<file path="src/rtl/exec_alu.sv">
// ---------------------------------------------------------------------------
// exec_alu -- integer execute stage: single-cycle ALU / branch / jump unit
// plus an optional iterative radix-2 multiply/divide unit (M extension).
//
// Handshake (both sides): a transfer happens on a rising edge where the
// producer's valid and the consumer's ready are both high. valid never
// depends on ready. Once o_valid is high, the result outputs hold steady
// until the edge where i_ready is high (or a flush/reset discards them).
//
// Ports
//   i_clk, i_reset          clock (rising edge), async active-low reset
//   i_valid / o_ready       upstream operation handshake
//   i_ALUop, i_func3,       operation class, sub-op, SUB/SRA select,
//   i_func7, i_muldiv       R-type M-op flag
//   i_A, i_B                rs1, rs2
//   i_Imm_SignExt, i_NPC    sign-extended immediate, instruction PC
//   i_flush                 discard in-flight and held operation
//   o_valid / i_ready       downstream result handshake
//   o_ALUOutput             result
//   o_branch, o_jmp,        branch taken, redirect required,
//   o_jmp_pc                redirect target
//   o_dbg_state             FSM state (0 = IDLE, 1 = BUSY)
// ---------------------------------------------------------------------------
module exec_alu #(
  parameter int XLEN      = 32,
  parameter int EN_MULDIV = 1
) (
  input  logic            i_clk,
  input  logic            i_reset,
  input  logic            i_valid,
  output logic            o_ready,
  input  logic [2:0]      i_ALUop,
  input  logic [2:0]      i_func3,
  input  logic            i_func7,
  input  logic            i_muldiv,
  input  logic [XLEN-1:0] i_A,
  input  logic [XLEN-1:0] i_B,
  input  logic [XLEN-1:0] i_Imm_SignExt,
  input  logic [XLEN-1:0] i_NPC,
  input  logic            i_flush,
  output logic            o_valid,
  input  logic            i_ready,
  output logic [XLEN-1:0] o_ALUOutput,
  output logic            o_branch,
  output logic            o_jmp,
  output logic [XLEN-1:0] o_jmp_pc,
  output logic            o_dbg_state
);

  localparam int SHW = $clog2(XLEN);
  localparam logic [SHW-1:0]  CNT_LAST = SHW'(XLEN - 1);
  localparam logic [XLEN-1:0] FOUR     = XLEN'(4);

  typedef enum logic {IDLE = 1'b0, BUSY = 1'b1} state_e;

  state_e state_q, state_d;

  logic [SHW-1:0]    cnt_q;
  logic [2*XLEN-1:0] acc_q;     // mul: {partial sum, multiplier}; div: {remainder, quotient}
  logic [XLEN-1:0]   opd_q;     // multiplicand or divisor magnitude
  logic [2:0]        md_f3_q;
  logic              md_neg_q;  // final result must be negated

  // -------------------------------------------------------------------------
  // Handshake
  // -------------------------------------------------------------------------
  logic md_op, accept, md_start, md_last;

  assign o_ready     = (state_q == IDLE) && (!o_valid || i_ready) && !i_flush;
  assign accept      = i_valid && o_ready;
  assign md_op       = (i_ALUop == 3'd2) && i_muldiv;
  assign md_start    = accept && md_op && (EN_MULDIV != 0);
  assign md_last     = (state_q == BUSY) && (cnt_q == CNT_LAST);
  assign o_dbg_state = (state_q == BUSY);

  // -------------------------------------------------------------------------
  // Single-cycle ALU, branch and jump logic
  // -------------------------------------------------------------------------
  logic [XLEN-1:0] opb, alu_res, jmp_pc_c, npc_imm, a_imm;
  logic [SHW-1:0]  shamt;
  logic            br_c, jmp_c;

  always_comb begin
    opb      = (i_ALUop == 3'd3) ? i_Imm_SignExt : i_B;
    shamt    = opb[SHW-1:0];
    npc_imm  = i_NPC + i_Imm_SignExt;
    a_imm    = i_A + i_Imm_SignExt;
    alu_res  = '0;
    jmp_pc_c = '0;
    br_c     = 1'b0;
    jmp_c    = 1'b0;
    case (i_ALUop)
      3'd0: alu_res = a_imm;
      3'd1: begin
        alu_res  = npc_imm;
        jmp_pc_c = npc_imm;
        case (i_func3)
          3'd0:    br_c = (i_A == i_B);
          3'd1:    br_c = (i_A != i_B);
          3'd4:    br_c = ($signed(i_A) <  $signed(i_B));
          3'd5:    br_c = ($signed(i_A) >= $signed(i_B));
          3'd6:    br_c = (i_A <  i_B);
          3'd7:    br_c = (i_A >= i_B);
          default: br_c = 1'b0;
        endcase
        jmp_c = br_c;
      end
      3'd2, 3'd3: begin
        // M-ops produce 0 here; with the M unit enabled they never use it.
        if (!md_op) begin
          case (i_func3)
            3'd0: alu_res = (i_ALUop == 3'd2 && i_func7) ? (i_A - opb) : (i_A + opb);
            3'd1: alu_res = i_A << shamt;
            3'd2: alu_res = {{(XLEN-1){1'b0}}, ($signed(i_A) < $signed(opb))};
            3'd3: alu_res = {{(XLEN-1){1'b0}}, (i_A < opb)};
            3'd4: alu_res = i_A ^ opb;
            3'd5: alu_res = i_func7 ? $unsigned($signed(i_A) >>> shamt) : (i_A >> shamt);
            3'd6: alu_res = i_A | opb;
            default: alu_res = i_A & opb;
          endcase
        end
      end
      3'd4: alu_res = i_Imm_SignExt;
      3'd5: alu_res = npc_imm;
      3'd6: begin
        alu_res  = i_NPC + FOUR;
        jmp_c    = 1'b1;
        jmp_pc_c = npc_imm;
      end
      default: begin
        alu_res  = i_NPC + FOUR;
        jmp_c    = 1'b1;
        jmp_pc_c = {a_imm[XLEN-1:1], 1'b0};
      end
    endcase
  end

  // -------------------------------------------------------------------------
  // M-unit operand preparation: work on magnitudes, fix the sign at the end
  // -------------------------------------------------------------------------
  logic            a_sgn, b_sgn, a_neg, b_neg, neg_c;
  logic [XLEN-1:0] a_mag, b_mag;

  always_comb begin
    a_sgn = (i_func3 == 3'd1) || (i_func3 == 3'd2) || (i_func3 == 3'd4) || (i_func3 == 3'd6);
    b_sgn = (i_func3 == 3'd1) || (i_func3 == 3'd4) || (i_func3 == 3'd6);
    a_neg = a_sgn && i_A[XLEN-1];
    b_neg = b_sgn && i_B[XLEN-1];
    a_mag = a_neg ? -i_A : i_A;
    b_mag = b_neg ? -i_B : i_B;
    // Remainder takes the dividend's sign. A zero divisor leaves the quotient
    // magnitude all ones, which must come out unnegated.
    if (i_func3[2]) neg_c = i_func3[1] ? a_neg : ((a_neg ^ b_neg) && (i_B != '0));
    else            neg_c = a_neg ^ b_neg;
  end

  // -------------------------------------------------------------------------
  // One radix-2 step per cycle, and the final result selection
  // -------------------------------------------------------------------------
  logic [XLEN:0]     mul_sum, div_shift;
  logic [XLEN+1:0]   div_diff;
  logic              div_ge;
  logic [2*XLEN-1:0] acc_step, prod_fix;
  logic [XLEN-1:0]   dv_sel, md_res;
  logic              unused_bits;

  always_comb begin
    mul_sum   = {1'b0, acc_q[2*XLEN-1:XLEN]} + ({1'b0, opd_q} & {(XLEN+1){acc_q[0]}});
    div_shift = acc_q[2*XLEN-1:XLEN-1];
    div_diff  = {1'b0, div_shift} - {2'b00, opd_q};
    div_ge    = ~div_diff[XLEN+1];
    if (md_f3_q[2])
      acc_step = {(div_ge ? div_diff[XLEN-1:0] : div_shift[XLEN-1:0]), acc_q[XLEN-2:0], div_ge};
    else
      acc_step = {mul_sum, acc_q[XLEN-1:1]};
    prod_fix = md_neg_q ? -acc_step : acc_step;
    dv_sel   = md_f3_q[1] ? acc_step[2*XLEN-1:XLEN] : acc_step[XLEN-1:0];
    if (md_f3_q[2])             md_res = md_neg_q ? -dv_sel : dv_sel;
    else if (md_f3_q == 3'd0)   md_res = prod_fix[XLEN-1:0];
    else                        md_res = prod_fix[2*XLEN-1:XLEN];
  end

  // When a step succeeds the difference is below the divisor, so bit XLEN is zero.
  assign unused_bits = div_diff[XLEN];

  // -------------------------------------------------------------------------
  // FSM
  // -------------------------------------------------------------------------
  always_ff @(posedge i_clk or negedge i_reset) begin
    if (!i_reset) state_q <= IDLE;
    else          state_q <= state_d;
  end

  always_comb begin
    state_d = state_q;
    case (state_q)
      IDLE:    if (md_start) state_d = BUSY;
      BUSY:    if (i_flush || md_last) state_d = IDLE;
      default: state_d = IDLE;
    endcase
  end

  // -------------------------------------------------------------------------
  // Datapath and output registers. Priority: flush, M completion, M step,
  // acceptance, drain.
  // -------------------------------------------------------------------------
  always_ff @(posedge i_clk or negedge i_reset) begin
    if (!i_reset) begin
      cnt_q       <= '0;
      acc_q       <= '0;
      opd_q       <= '0;
      md_f3_q     <= '0;
      md_neg_q    <= 1'b0;
      o_valid     <= 1'b0;
      o_ALUOutput <= '0;
      o_branch    <= 1'b0;
      o_jmp       <= 1'b0;
      o_jmp_pc    <= '0;
    end else if (i_flush) begin
      o_valid <= 1'b0;
      cnt_q   <= '0;
    end else if (md_last) begin
      o_valid     <= 1'b1;
      o_ALUOutput <= md_res;
      o_branch    <= 1'b0;
      o_jmp       <= 1'b0;
      o_jmp_pc    <= '0;
      cnt_q       <= '0;
    end else if (state_q == BUSY) begin
      acc_q <= acc_step;
      cnt_q <= cnt_q + 1'b1;
    end else if (accept) begin
      if (md_start) begin
        acc_q    <= {{XLEN{1'b0}}, a_mag};
        opd_q    <= b_mag;
        md_f3_q  <= i_func3;
        md_neg_q <= neg_c;
        cnt_q    <= '0;
        o_valid  <= 1'b0;
      end else begin
        o_valid     <= 1'b1;
        o_ALUOutput <= alu_res;
        o_branch    <= br_c;
        o_jmp       <= jmp_c;
        o_jmp_pc    <= jmp_pc_c;
      end
    end else if (o_valid && i_ready) begin
      o_valid <= 1'b0;
    end
  end

endmodule

</file>
<file path="config.mk">
export PLATFORM = sky130hd
export DESIGN_NAME = exec_alu
export DESIGN_NICKNAME = d
export VERILOG_FILES = /design/src/rtl/exec_alu.sv
export SDC_FILE = /design/constraint.sdc
export NUM_CORES = 2
export LEC_CHECK = 0
export ABC_AREA = 1
export CAP_MARGIN = 0
export CORE_UTILIZATION = 40
export CTS_CLUSTER_DIAMETER = 40
export CTS_CLUSTER_SIZE = 12
export DETAILED_ROUTE_END_ITERATION = 7
export GPL_TIMING_DRIVEN = 1
export PLACE_DENSITY = 0.58
export SLEW_MARGIN = 20
export SYNTH_ARGS = -nofsm -noshare
export SYNTH_HDL_FRONTEND = slang
export SYNTH_SLANG_ARGS = --single-unit
</file>
<file path="constraint.sdc">
create_clock -name i_clk -period 7.2 [get_ports i_clk]
set_input_delay 1.44 -clock i_clk [delete_from_list [all_inputs] [get_ports i_clk]]
set_output_delay 1.44 -clock i_clk [all_outputs]
set_load 0.05 [all_outputs]
</file>
# == Word-level counts from Yosys, hierarchy flattened ==
# Index checks and enable logic that the tools add are counted.
# word_totals
ff_bits,173
latch_bits,0
ramBits,0
mem_bits_ro,0
out_inout_bits,69
word_cells,153
n_memories,0
# classes
addsub,12
multipliers,0
n_div,0
n_lt_le_gt_ge,6
n_eq_ne,19
n_shift,3
n_mux,54
n_bitwise,9
n_reduce_logical,39
# ops
op,count
$mux 32,19
$mux 64,5
$pmux 32 s7,1
$lt 32x32->1,4
$pmux 32 s4,1
$add 32x32->32,3
$neg 32->32,3
$ge 32x32->1,2
$neg 64->64,1
$pmux 32 s2,1
$sub 33x32->34,1
$add 32x33->33,1
$and 32x33->33,1
$add 32x3->32 const B,1
$and 32x32->32,1
$eq 32x32->1,1
$ne 32x32->1,1
$or 32x32->32,1
$reduce_bool 32->1,1
$shl 32x5->32,1
$shr 32x5->32,1
$sshr 32x5->32,1
$sub 32x32->32,1
$xor 32x32->32,1
other kinds (24),88

# == Depth between registers and ports, before layout ==
# depth
word_depth,11
mapped_depth,33
ltp_nobuf,32

# == Worst setup path before layout ==
# No wires, ideal clock.
# synth_timing
path_kind,input to register
startpoint,in i_ALUop[1]
endpoint,reg o_ALUOutput[20]
setup_ns,0.118
t_arrival_ns,4.469
required_time_ns,7.082
setup_slack_ns,2.613
cell_stages,26
path_buffers,2
path_cell_list,inv_2 -> nor2_4 -> nand2_2 -> o21ai_2 -> clkbuf_1 -> clkbuf_1 -> ha_1 -> a21oi_1 -> o21ai_0 -> a21oi_1 -> inv_1 -> a21oi_1 -> inv_1 -> a21oi_1 -> o21ai_0 -> nand2_1 -> o21ai_1 -> or2_1 -> nand3_1 -> nand2_1 -> nand2_1 -> nand2_1 -> nand2_1 -> nand2_1 -> nand2_1 -> nand2_1
# synth_via
elab_chain_len,11
word_cells_on_any_way,31
cone_classes,2 x add/sub; 6 x eq/ne; 3 x shift; 10 x mux; 3 x bitwise; 7 x reduce/logical
# synth_lines
element,line_no,source
"start, declared",32,"input logic [2:0] i_ALUop,"
$eq 3x2->1,"84, 92",
$mux 32,84,opb = (i_ALUop == 3'd3) ? i_Imm_SignExt : i_B;
$add 32x32->32 (tied with other cells),112,3'd0: alu_res = (i_ALUop == 3'd2 && i_func7) ? (i_A - opb) : (i_A + opb);
"$mux 32, on equally long branches","112, 117",
$pmux 32 s7,111,case (i_func3)
$mux 32,110,if (!md_op) begin
$pmux 32 s4,92,case (i_ALUop)
$mux 32,233,if (md_start) begin
$mux 32,232,end else if (accept) begin
$mux 32,229,end else if (state_q == BUSY) begin
$mux 32,222,end else if (md_last) begin
"end signal, assigned",224,o_ALUOutput <= md_res;
"end signal, assigned",242,o_ALUOutput <= alu_res;
"end, declared",43,"output logic [XLEN-1:0] o_ALUOutput,"
# Several ways; a longest one is shown, not always the timed one. The select of a mux whose other input is x is not followed.
# A chain may end at the register's enable or synchronous reset.

# == Worst setup path in the final report ==
# Same ends and word-level chain as after synthesis.

==> impl_metrics.toml <==
[setup_path]
worstSetupEndpointType = "flop"
path_class = "primary input to flop"
crit_required_ns = 7.61
critical_path_arrival_ns = 6.40
critPathLaunchType = "primary input"
path_max_fanout = 29

[pwr]
switching_share_pct = 64.35
intPower_uw = 4266
cellPowerDensity_mw_per_mm2 = 317.9
comb_power_share_pct = 77.3
worst_ir_drop_vdd_uv = 223.6
power.leakage_uw = 0.01862
power_frac_clock_pct = 8.5
power_frac_seq_pct = 14.2
switching_power_uw = 7701

[clock_tree]
clk_latency_ns = 0.53
holdBufCountCts = 0
post_cts_resized = 0
clock-sinks = 173
cts_tree = "done"
cts_root_buf = "clkbuf_16"
post_cts_buffers = 0
clk_pin_slew_ns = 0.09
clockBufferDepth = 2
h-tree-depth = 4
numCtsBuffers = 17

[timing]
fmax_ghz = 0.1670
finClkSkew_ns = 0.02392
fin_crit_ns = 5.987
hold_viol_final = 0
relSlewSlack_pct = 15.47
setup_violations = 0
finalWorstSetupSlack_ns = 1.213
fin_tns_setup_ns = 0
tightestPinTransition_ns = 1.236
fin_crit_sh_pct = 83.16
grt_setup_unrepaired = "no"
slew_viol_final = 0

[finish]
fin_util_pct = 45.63
final_common_cell = "nand2_1"
stdcell_area_sq_mm = 0.03765
fillers = 9158
final_cell_mix = "1550 x nand2_1, 782 x inv_1, 599 x nor2_1"
final_nets = 6478
layout-drive-gt1-share_pct = 5.255
area_delta_synth_final_pct = 12.15

[grt]
grtUsageTotal_pct = 46.50
grt_max_degree = 150
antenna_found_initial = 12
grt_pass1_wl_microns = 285800
first_global_vias = 40267
grt.overflow.total = 0

[outcome]
outcome = "finished, final reports clean"

[route]
dr.pass1.iters = 8
postRouteAntennaNets = 0
wire_per_inst_microns = 28.40
drc_errors = 0
wl_microns = 203300
vias = 43519
routed_via_density = 6.077
drtIter0Drc = 5768

[placed_design]
postPlaceCellArea_sq_mm = 0.03704
dpl.hpwl_microns = 164600
preCtsSetupSlack_ns = 0.8882
io_buffers = 209
place_congestion = 1.149

[worst_hold_path]
hold_class = "flop to flop"

[floorplanning]
core-area_sq_mm = 0.08250
io_pins = 210
die_w_microns = 291.7
start_util_pct = 40.69
dieArea_sq_mm = 0.08508
die_h_microns = 291.7
rows = 105

[logic_synthesis]
seq_area_frac_synth_pct = 12.90
synthFlopType = "dfrtp_1"
yosysTopAreaCell = "nand2_1"
netlist_instances = 5948
postSynth.asyncResetShare_pct = 100.0
syn_area_sq_mm = 0.03357
synthTopCellsByArea = "nand2_1 17%, dfrtp_1 13%, ha_1 9.5%, inv_1 8.8%, o21ai_0 8.3%"
yosysWarnings = 0
avgSynthCellArea_sq_um = 5.643
synth_top_area_share_pct = 17.34
synth.net_count = 6350
ys_seq_elements = 173
synth-edff-count = 0
synth_cell_types = 72

[job]
cap_violations = 0
[kinds of logic (layout without fill, tap and decap cells)]
group	count (synthesis)	after routing	share of synthesized area, %
buf+inv	1033	1174	12.03
flops	173	173	12.90
other cells	0	2	0
xor+xnor	166	166	4.331
compound gates	1349	1349	22.98
simple gates	2950	2950	37.45
fa+ha+maj	261	261	9.840
mux	16	16	0.4771
[final cells by class]
type	count	area, sq um	area share (%)
flip-flops and latches	173	4334	11.51
clock inverters	15	180.2	0.4786
repair buffers	332	3069	8.153
inverters	810	3040	8.076
clock buffers	17	425.4	1.130
multi-input cells	4742	25250	67.08
well taps	1070	1339	3.556
diodes	2	5.005	0.01329
[path summary, 6_finish.rpt]
kind / depth (start not counted) / from / slack (ns) / endpoint
hold / removal: 2 / o_jmp_pc[13] / 0.49 / o_jmp_pc[13]
min in group asynchronous: 1 / i_reset / 0.79 / opd_q[14]
max in group asynchronous: 2 / i_reset / 5.15 / o_jmp_pc[9]
hold reg to reg: 2 / o_jmp_pc[13] / 0.49 / o_jmp_pc[13]
setup reg to reg: 27 / opd_q[28] / 1.69 / o_ALUOutput[12]
setup / recovery: 27 / i_ALUop[1] / 1.21 / o_ALUOutput[20]
[routing by layer]
metal	up-vias	global-route usage, %	routed length, microns
met3	649	11.55	21400
li1	19974	-	-
met5	-	0	85
met1	20279	56.34	77670
met2	2603	70.33	85100
met4	14	36.29	19080
[cells in the mapped netlist (5+ instances only)]
library cell     n
a211oi_1        24
a21boi_0         5
a21o_1          10
a21oi_1        400
a221oi_1         9
a31oi_1         18
a32o_1          18
buf_1           24
buf_2           50
buf_6            8
clkbuf_1       136
clkinv_1         9
dfrtp_1        173
fa_1             5
ha_1           256
inv_1          784
inv_2           17
mux2i_1         16
nand2_1       1551
nand2_2         28
nand2_4          5
nand3_1        444
nand3_2         20
nand3b_1        15
nand4_1         87
nor2_1         603
nor2_2          21
nor3_1         102
nor4_1          21
o2111ai_1       10
o211ai_1        64
o21a_1          23
o21ai_0        557
o21ai_1         59
o21ai_2          9
o21ai_4          5
o21bai_1        13
o221ai_1        29
o22ai_1         48
o31ai_1         19
or2_1            5
or2_2           27
xnor2_1         39
xor2_1         127
[metrics by stage]
stage	total power (uW)	std cells	hold WS, ns
after floorplan	7306	5948	0.4539
after global placement	10480	7127	0.4654
after detailed placement	10500	7127	0.4663
after CTS	11560	7159	0.4895
after global routing	12680	7159	0.5046
final	11970	7161	0.4890
[power groups by stage]
stage	logic [uW]	clock network (uW)	registers, uW
after global routing	9910	1060	1710
after floorplan	5580	0	1730
after CTS	8850	1030	1670
after global placement	8800	0	1690
after detailed placement	8810	0	1690
final	9250	1020	1690
[flip-flops by register name, summed over array words and instances, names as in the netlist]
name and count:
o_dbg_state 1, md_neg_q 1, opd_q 32, o_valid 1, o_jmp_pc 32, o_jmp 1, md_f3_q 3, o_branch 1
o_ALUOutput 32, cnt_q 5, acc_q 64
[worst max-delay path: stages]
cell and delay, ns:
clkdlybuf4s50_1 0.56, inv_2 0.07, nor2_4 0.10, nand2_2 0.44, buf_4 0.37, nand2_1 0.08, o21ai_0 0.20, ha_1 0.43
a21oi_1 0.16, inv_1 0.10, nor2_1 0.10, o21ai_0 0.19, a21oi_1 0.34, inv_1 0.07, a21oi_1 0.29, o21ai_0 0.13
nand2_1 0.07, o21ai_1 0.11, or2_1 0.22, nand3_1 0.07, nand2_1 0.06, nand2_1 0.16, nand2_1 0.21, nand2_1 0.16
nand2_1 0.06, nand2_1 0.08, nand2_1 0.06
Power figures use the tool's default switching activity.
